[config.mk]
export PLATFORM = sky130hd
export DESIGN_NAME = ifetch_queue
export DESIGN_NICKNAME = d
export VERILOG_FILES = /design/src/rtl/ifetch_queue.sv
export SDC_FILE = /design/constraint.sdc
export NUM_CORES = 1
export LEC_CHECK = 0
export ABC_AREA = 1
export CORE_ASPECT_RATIO = 0.9
export CORE_MARGIN = 1
export CORE_UTILIZATION = 40
export DETAILED_ROUTE_END_ITERATION = 10
export GPL_TIMING_DRIVEN = 0
export PLACE_DENSITY_LB_ADDON = 0.3
export SKIP_LAST_GASP = 1
export SLEW_MARGIN = 20
export SYNTH_ARGS = -nofsm -noshare
export SYNTH_HDL_FRONTEND = slang
export SYNTH_HIERARCHICAL = 1
export SYNTH_SLANG_ARGS = --single-unit
[constraint.sdc]
create_clock -name i_clk -period 10.4 [get_ports i_clk]
set_input_delay 2.08 -clock i_clk [delete_from_list [all_inputs] [get_ports i_clk]]
set_output_delay 2.08 -clock i_clk [all_outputs]
set_load 0.01 [all_outputs]
[src/rtl/ifetch_queue.sv]
// ifetch_queue: sequential instruction prefetch between the fetch stage and a
//   variable-latency instruction memory. Keeps up to MAX_OUT requests in flight
//   and buffers returned words with their PCs in a DEPTH-entry FIFO.
// Latency: grant in cycle t, response no earlier than t+1, entry visible on
//   o_out_valid no earlier than t+2 (registered FIFO, no bypass).
// Backpressure: i_out_ready low lets the FIFO fill. Requests are gated by a
//   credit rule (count + outstanding < DEPTH), so responses always find a free
//   slot and i_mem_rvalid is never stalled.
//
// Ports:
//   i_clk, i_rst                 clock, synchronous active-high reset
//   i_redirect, i_redirect_pc    taken branch: flush and restart at target
//   o_mem_req, o_mem_addr        memory request (word aligned)
//   i_mem_gnt                    request accepted when o_mem_req && i_mem_gnt
//   i_mem_rvalid, i_mem_rdata    in-order response
//   o_out_valid, o_out_instr,
//   o_out_pc, i_out_ready        head of queue; pop when valid && ready

// ifetch_fifo: DEPTH-entry storage for {pc, instr} pairs with a flush.
// Latency: a push is visible at the head on the following cycle.
// Backpressure: none; the caller guarantees a push never meets a full FIFO.
module ifetch_fifo #(
  parameter int WIDTH = 64,
  parameter int DEPTH = 4
) (
  input  logic                     i_clk,
  input  logic                     i_rst,
  input  logic                     i_flush,
  input  logic                     i_push,
  input  logic [WIDTH-1:0]         i_push_dat,
  input  logic                     i_pop,
  output logic                     o_vld,
  output logic [WIDTH-1:0]         o_dat,
  output logic [$clog2(DEPTH):0]   o_count
);
  localparam int AW = $clog2(DEPTH);

  logic [WIDTH-1:0] r_mem [DEPTH];
  logic [AW-1:0]    r_wr_ptr;
  logic [AW-1:0]    r_rd_ptr;
  logic [AW:0]      r_count;
  logic             w_pop;
  logic             w_push;

  // A flush wins over anything arriving in the same cycle.
  assign w_push = i_push && !i_flush;
  assign w_pop  = i_pop && !i_flush && (r_count != '0);

  always_ff @(posedge i_clk) begin
    if (i_rst || i_flush) begin
      r_wr_ptr <= '0;
      r_rd_ptr <= '0;
      r_count  <= '0;
    end else begin
      if (w_push) begin
        r_wr_ptr <= r_wr_ptr + 1'b1;
      end
      if (w_pop) begin
        r_rd_ptr <= r_rd_ptr + 1'b1;
      end
      case ({w_push, w_pop})
        2'b10:   r_count <= r_count + 1'b1;
        2'b01:   r_count <= r_count - 1'b1;
        default: r_count <= r_count;
      endcase
    end
  end

  // Storage needs no reset; validity is carried by r_count.
  always_ff @(posedge i_clk) begin
    if (w_push && !i_rst) begin
      r_mem[r_wr_ptr] <= i_push_dat;
    end
  end

  assign o_vld   = (r_count != '0);
  assign o_dat   = r_mem[r_rd_ptr];
  assign o_count = r_count;
endmodule

module ifetch_queue #(
  parameter int          DEPTH    = 4,
  parameter int          MAX_OUT  = 2,
  parameter logic [31:0] RESET_PC = 32'd0
) (
  input  logic        i_clk,
  input  logic        i_rst,
  input  logic        i_redirect,
  input  logic [31:0] i_redirect_pc,
  output logic        o_mem_req,
  output logic [31:0] o_mem_addr,
  input  logic        i_mem_gnt,
  input  logic        i_mem_rvalid,
  input  logic [31:0] i_mem_rdata,
  output logic        o_out_valid,
  output logic [31:0] o_out_instr,
  output logic [31:0] o_out_pc,
  input  logic        i_out_ready
);
  // Counters share one width; MAX_OUT <= DEPTH so outstanding/discard fit.
  localparam int CW = $clog2(DEPTH) + 1;
  localparam logic [CW:0]   DEPTH_C   = (CW+1)'(DEPTH);
  localparam logic [CW-1:0] MAX_OUT_C = CW'(MAX_OUT);

  logic [31:0]   r_fetch_pc;
  logic [31:0]   r_resp_pc;
  logic [CW-1:0] r_outstanding;
  logic [CW-1:0] r_discard;

  logic [CW-1:0] w_count;
  logic          w_credit_ok;
  logic          w_grant;
  logic          w_keep;
  logic          w_pop;
  logic          w_fifo_vld;
  logic [63:0]   w_fifo_dat;
  logic [31:0]   w_target;

  assign w_target = {i_redirect_pc[31:2], 2'b00};

  // A slot is reserved for every request in flight, so the sum must stay
  // below DEPTH before another request may go out.
  assign w_credit_ok = ({1'b0, w_count} + {1'b0, r_outstanding}) < DEPTH_C;

  assign o_mem_req  = !i_rst && !i_redirect &&
                      (r_outstanding < MAX_OUT_C) && w_credit_ok;
  assign o_mem_addr = r_fetch_pc;

  assign w_grant = o_mem_req && i_mem_gnt;

  // Responses belonging to requests issued before a redirect are dropped.
  // The one arriving in the redirect cycle itself is dropped here directly.
  assign w_keep = i_mem_rvalid && !i_redirect && (r_discard == '0);

  assign w_pop = w_fifo_vld && i_out_ready && !i_redirect;

  ifetch_fifo #(
    .WIDTH (64),
    .DEPTH (DEPTH)
  ) u_fifo (
    .i_clk      (i_clk),
    .i_rst      (i_rst),
    .i_flush    (i_redirect),
    .i_push     (w_keep),
    .i_push_dat ({r_resp_pc, i_mem_rdata}),
    .i_pop      (w_pop),
    .o_vld      (w_fifo_vld),
    .o_dat      (w_fifo_dat),
    .o_count    (w_count)
  );

  assign o_out_valid = w_fifo_vld;
  assign o_out_pc    = w_fifo_dat[63:32];
  assign o_out_instr = w_fifo_dat[31:0];

  always_ff @(posedge i_clk) begin
    if (i_rst) begin
      r_fetch_pc    <= RESET_PC;
      r_resp_pc     <= RESET_PC;
      r_outstanding <= '0;
      r_discard     <= '0;
    end else begin
      // In-flight accounting is independent of redirects: stale requests
      // still occupy the memory pipe until their responses come back.
      case ({w_grant, i_mem_rvalid})
        2'b10:   r_outstanding <= r_outstanding + 1'b1;
        2'b01:   r_outstanding <= r_outstanding - 1'b1;
        default: r_outstanding <= r_outstanding;
      endcase

      if (i_redirect) begin
        r_fetch_pc <= w_target;
        r_resp_pc  <= w_target;
        // Everything still in flight is stale. Because outstanding already
        // counts earlier discards, back-to-back redirects accumulate.
        r_discard  <= r_outstanding - CW'(i_mem_rvalid);
      end else begin
        if (w_grant) begin
          r_fetch_pc <= r_fetch_pc + 32'd4;
        end
        if (w_keep) begin
          r_resp_pc <= r_resp_pc + 32'd4;
        end
        if (i_mem_rvalid && (r_discard != '0)) begin
          r_discard <= r_discard - 1'b1;
        end
      end
    end
  end
endmodule
==> impl_metrics.yaml, run 1 <==
outcome:
  status: "completed"
drt:
  drt_pre_antenna_iters: 5
  ant_nets: 0
  vias: 11300
  wl_per_cell_um: 18.2
  viasPerCell: 5.26
  routed_wl_um: 39100
  drc: 0
  drtIter0Drc: 894
final_layout:
  nFillCells: 3163
  fin_nets: 1735
  layout.cells.most_common: "edfxtp_1"
  drive_above_1_share_pct: 8.61
  layout_common_cells: "edfxtp_1 (256), nand2_1 (196), nor2_1 (192)"
  syn2layout_area_growth_pct: 24.9
  layoutNonFillerInstCount: 2142
  final_area_um2: 18200
  finalCoreUtilization_pct: 51.4
  num_antenna_cells: 0
synth:
  ys_async_sr_fraction_pct: 0
  synth_warnings: 6
  syn_inst: 1429
  synth.distinct_cells: 44
  synth_ff_type: "edfxtp_1"
  synth.yosys.seq_area_share_pct: 63.0
  netlist_area_um2: 14600
  ys_top_cells_by_area: "edfxtp_1 (53%), dfxtp_1 (10%), nand2_1 (5.0%)"
  yosysTopAreaCell: "edfxtp_1"
  synth_edf_count: 256
  yosysTopAreaCellShare_pct: 52.7
  synth-seq-cells: 331
  syn_area_per_cell_um2: 10.2
power_and_ir_drop:
  swShare_pct: 22.5
  leakage_nw: 6.59
  clockPowerShare_pct: 42.4
  combPwrFrac_pct: 6.5
  p_int_w: 0.00226
  p_switching_w: 0.000656
  vdd_drop_max_uv: 101
  sequentialPowerShare_pct: 51.1
  power_density_nw_per_um2: 160
floorplanning:
  die_h_um: 183
  initial_core_util_pct: 41.1
  core_region_area_um2: 35500
  die_w_um: 203
  fp-row-count: 65
  top_level_ports: 168
  die_area_um2: 37200
worst_setup_path:
  cp_num_buf_inv: 2
  cp.arrival_ns: 3.66
  path_cells: "clkdlybuf4s50_1 > nor2_1 > nand2_1 > nor2_1 > clkdlybuf4s50_1"
  start_kind: "input port"
  crit_path_top_delay_cell: "clkdlybuf4s50_1"
  cp_top_family: "buffers and inverters"
  max_stage_delay_ns: 0.63
  cp.required_ns: 8.32
  end_kind: "output pin"
  crit_type: "in -> out"
  crit_fanout: 8
grt:
  grt-ovfl-total: 0
  antenna_found_initial: 0
  track_usage_pct: 20.8
  grt_pass1_wl_um: 59800
  grt_pass1_vias: 10500
  grt_start_max_net_pins: 24
clocking:
  post-cts-setup-buffers: 0
  clkSinkCount: 331
  clk_pin_slew_ns: 0.06
  h-tree-depth: 2
  root_buffer: "clkbuf_16"
  cts.path.max_buffers: 3
  hold_buffers: 0
  ctsResizeCount: 0
  cts_tree: "yes"
  insertion_delay_ns: 0.52
  cts_buffers: 36
placement:
  routabilityCongestion: 0.941
  port_buffers: 163
  dp_cells: 2080
  post-dp-hpwl_um: 27000
  dpl_cell_area_um2: 17100
sta:
  finalHoldWorstSlack_ns: 0.516
  finClkSkew_ns: 0.0183
  rsz0062_at_grt: "no"
  setup_tns_ns: 0
  fin_crit_sh_pct: 55.2
  fmax_mhz: 174
  relSlewSlack_pct: 45.9
  finalMaxSlewViolations: 0
  hold_violations: 0
  finalSetupViolations: 0
  fin_crit_ns: 5.74
  tightest_slew_ns: 0.812
min_path:
  hold_path.class: "reg -> reg"
run:
  maxCapViolations: 0
==> per-layer routing <==
metal,vias up,routed length (um),global-route usage (%)
met3,59,3040,3.02
met4,0,663,5.38
met5,-,0,0
met2,473,17800,32.7
li1,5413,-,-
met1,5327,17600,30.3
==> layout make-up <==
| class | instances | area [um^2] | area share, % |
|---|---|---|---|
| timing repair buffer | 173 | 1850 | 10.1 |
| inverter | 126 | 475 | 2.61 |
| multi-input combinational | 913 | 4550 | 25.0 |
| tap | 469 | 587 | 3.22 |
| sequential | 331 | 9190 | 50.4 |
| buffer | 68 | 433 | 2.38 |
| clock inverter | 19 | 193 | 1.06 |
| clock buffer | 43 | 947 | 5.20 |
==> kinds of logic after synthesis <==
group                      Yosys count  share of synthesized area [%]
buffers and inverters              194                           6.23
adders and majority gates           16                           1.48
DFF                                331                           63.0
xor gates and xnor gates            14                          0.841
and+or+nand+nor                    535                           16.0
other                                1                         0.0257
AOI/OAI and AO/OA                  338                           12.5
==> per-stage QoR <==
stage	total power, W	setup WS (ns)
6_report	0.00292	4.66
5_1_grt	0.00302	4.58
4_1_cts	0.00294	4.64
3_5_place_dp	0.00170	4.65
3_3_place_gp	0.00170	1.37
2_1_floorplan	0.00160	4.52
==> final timing paths <==
| kind | startpoint | endpoint | slack (ns) | cells after the start |
|---|---|---|---|---|
| min reg2reg | u_fifo/r_rd_ptr[1] | flip-flop | 0.52 | 2 |
| max | i_redirect | o_mem_req | 4.66 | 5 |
| max reg2reg | r_discard[0] | u_fifo/r_mem[1][3] | 7.24 | 9 |
| min | u_fifo/r_rd_ptr[1] | flip-flop | 0.52 | 2 |
==> state kept, by name (all words and copies together), names as in the netlist, named ones only <==
register         count
o_mem_addr          30
r_discard            3
r_outstanding        3
r_resp_pc           30
u_fifo/o_count       3
u_fifo/r_mem       256
u_fifo/r_rd_ptr      2
u_fifo/r_wr_ptr      2
==> Yosys cell counts (12+ instances only) <==
| cell | count |
|---|---|
| nand2_1 | 196 |
| xor2_1 | 12 |
| nor2_1 | 196 |
| nor3_1 | 13 |
| a21oi_1 | 69 |
| nand3_1 | 85 |
| edfxtp_1 | 256 |
| o21ai_0 | 121 |
| inv_1 | 118 |
| dfxtp_1 | 75 |
| ha_1 | 14 |
| o21ai_1 | 61 |
| clkbuf_1 | 25 |
| buf_6 | 17 |
| o22ai_1 | 64 |
==> worst reg2reg max path: stages (launching register included) <==
cell     delay [ns]
dfxtp_1        0.31
inv_1          0.10
ha_1           0.18
nand3_1        0.28
nor2_1         0.21
buf_2          0.32
nand2_1        0.29
nor2_4         0.67
buf_12         0.27
buf_12         0.22
==> power by group through the flow <==
stage               clock network, W  registers, W   logic, W
detailed placement                 0       0.00152   0.000187
finish                       0.00124       0.00149   0.000189
global route                 0.00131       0.00149   0.000209
CTS                          0.00126       0.00149   0.000188
global placement                   0       0.00152   0.000181
floorplan                          0       0.00151  0.0000934
Power figures use the tool's default switching activity.
==> inputs of run 2 (changes only) <==
Clock period 10.4 ns to 5.5 ns, I/O delays scaled along.
==> results of run 2 <==
The final DEF is identical to that of run 1. Status: completed.
Among the figures that moved: setup slack after placement 4.65 ns -> 1.18 ns; setup slack after layout 4.66 ns -> 1.72 ns; register-to-register setup slack 7.24 ns -> 2.34 ns; total power 0.00292 W -> 0.00552 W; worst IR drop on VDD 101 uV -> 191 uV
==> inputs of run 3 (changes only) <==
Clock period 5.5 ns to 3.5 ns, I/O delays scaled along.
==> run 3 against run 2 <==
  * Critical path depth is 3 higher
  * Setup slack worse by 1.6 ns
  * Non-clock buffer count unchanged
  * Largest cell class unchanged
  * Sequential power rose by 57%
  * First-iteration DRC count grew 0.11%
  * Routed wire length hardly changed
  * Cell area is the same
  * Clock power is 57% higher
  * Critical path type is now in -> reg
  * Die area is the same
  * Combinational power rose by 57%
==> impl_metrics.yaml, run 3 (synthesized netlist as in run 1, its figures left out) <==
final_layout:
  layoutNonFillerInstCount: 2142
  layout.cells.most_common: "edfxtp_1"
  largest-register: "u_fifo/r_mem"
  largest_reg_flops: 256
  num_antenna_cells: 0
  fin_nets: 1735
  layout_common_cells: "edfxtp_1 (256), nand2_1 (196), nor2_1 (192)"
  drive_above_1_share_pct: 8.61
  nFillCells: 3163
  syn2layout_area_growth_pct: 24.9
drt:
  viasPerCell: 5.24
  ant_nets: 0
  drt_pre_antenna_iters: 7
  drtIter0Drc: 895
  wl_per_cell_um: 18.3
  vias: 11200
  routed_wl_um: 39100
  drc: 0
floorplanning:
  initial_core_util_pct: 41.1
  top_level_ports: 168
  die_area_um2: 37200
  fp-row-count: 65
  die_h_um: 183
  core_region_area_um2: 35500
  die_w_um: 203
worst_setup_path:
  path_cells: "clkdlybuf4s50_1 > nand3_1 > nor2_1 > buf_2 > nand2_1 > nor2_4 > buf_12 > buf_12"
  cp.arrival_ns: 3.59
  r2r_end: "u_fifo/r_mem[2][57]"
  cp.required_ns: 3.72
  crit_type: "in -> reg"
  max_stage_delay_ns: 0.66
  crit_fanout: 23
  end_kind: "flip-flop"
  r2r_slack_ns: 0.35
  start_kind: "input port"
  rr_worst_depth: 9
  cp_top_family: "simple AND/OR/NAND/NOR gates"
  cp_num_buf_inv: 4
  cp_common_cell: "buf_12"
  crit_path_top_delay_cell: "nor2_4"
  timing.rr.start: "r_discard[0]"
grt:
  grt_start_max_net_pins: 24
  grt-ovfl-total: 0
  antenna_found_initial: 0
  track_usage_pct: 20.8
  grt_pass1_vias: 10500
  grt_pass1_wl_um: 59800
sta:
  fin_crit_sh_pct: 96.1
  relSlewSlack_pct: 44.2
  finClkSkew_ns: 0.0177
  finalSetupViolations: 0
  rsz0062_at_grt: "yes"
  setup_tns_ns: 0
  fmax_mhz: 297
  finalMaxSlewViolations: 0
  finalHoldWorstSlack_ns: 0.516
  fin_ws_ns: 0.135
  tightest_slew_ns: 0.836
  fin_crit_ns: 3.36
  hold_violations: 0
clocking:
  cts_buffers: 36
  root_buffer: "clkbuf_16"
  cts_tree: "yes"
  clk_pin_slew_ns: 0.06
  clkSinkCount: 331
  post-cts-setup-buffers: 0
  insertion_delay_ns: 0.52
  h-tree-depth: 2
  cts.path.max_buffers: 3
placement:
  routabilityCongestion: 0.941
  post-dp-hpwl_um: 27000
  dp_cells: 2080
  place_worst_setup_slack_ns: -0.420
  port_buffers: 163
min_path:
  min-delay-start: "u_fifo/r_rd_ptr[1]"
  hold_depth: 2
  hold_path.class: "reg -> reg"
power_and_ir_drop:
  power_density_nw_per_um2: 476
  power_w: 0.00867
  leakage_nw: 6.59
  vdd_drop_max_uv: 300
outcome:
  status: "completed"
run:
  maxCapViolations: 0
==> run 3: timing repair <==
| action | CTS | global route |
|---|---|---|
| gates resized for setup | 0 | 0 |
| endpoints found under the setup margin | 0 | 46 |
| hold buffers | 0 | 0 |
==> run 3: per-layer routing <==
metal	vias to the layer above	wire length (um)	GRT usage [%]	part of all wire, %
met1	5273	17800	30.3	45
met2	468	17800	32.7	45
li1	5416	-	-	-
met3	57	2920	3.02	7.5
met5	-	0	0	0
met4	0	667	5.38	1.7
==> run 3: power breakdown <==
group | switching [W] | internal, W | leakage (nW)
combinational | 0.000317 | 0.000244 | 3.08
clock | 0.00151 | 0.00216 | 0.554
sequential | 0.000114 | 0.00432 | 2.96
==> run 3: worst max path at each step <==
| stage | slack (ns) | start | end | depth (start not counted) |
|---|---|---|---|---|
| after floorplan | -1.0 | i_mem_rvalid | u_fifo/r_mem[0][0] | 5 |
| after global placement | -4.15 | i_mem_rvalid | u_fifo/r_mem[3][7] | 6 |
| after detailed placement | -0.42 | i_mem_rvalid | u_fifo/r_mem[1][7] | 8 |
| after CTS | 0.12 | i_mem_rvalid | u_fifo/r_mem[1][0] | 8 |
| after global routing | -0.07 | i_mem_rvalid | u_fifo/r_mem[1][56] | 8 |
| final | 0.14 | i_mem_rvalid | u_fifo/r_mem[2][57] | 8 |
==> run 3: tightest hold or removal path, stage by stage (launching register included) <==
cell,delay [ns]
dfxtp_1,0.32
nand2_1,0.07
a21oi_1,0.07
==> run 3: area by class of cell <==
class                      instances  area (um^2)  share of cell area (%)
clock buffer                      43          947                    5.20
buffer                            68          433                    2.38
multi-input combinational        913         4550                    25.0
timing repair buffer             173         1850                    10.1
inverter                         126          475                    2.61
sequential                       331         9190                    50.4
clock inverter                    19          193                    1.06
tap                              469          587                    3.22
==> run 3: metrics by stage <==
step	util [%]	cell area, um^2
3_5_place_dp	48.2	17100
2_1_floorplan	-	14600
5_1_grt	51.4	18200
6_report	51.4	18200
3_3_place_gp	47.5	16800
4_1_cts	51.4	18200
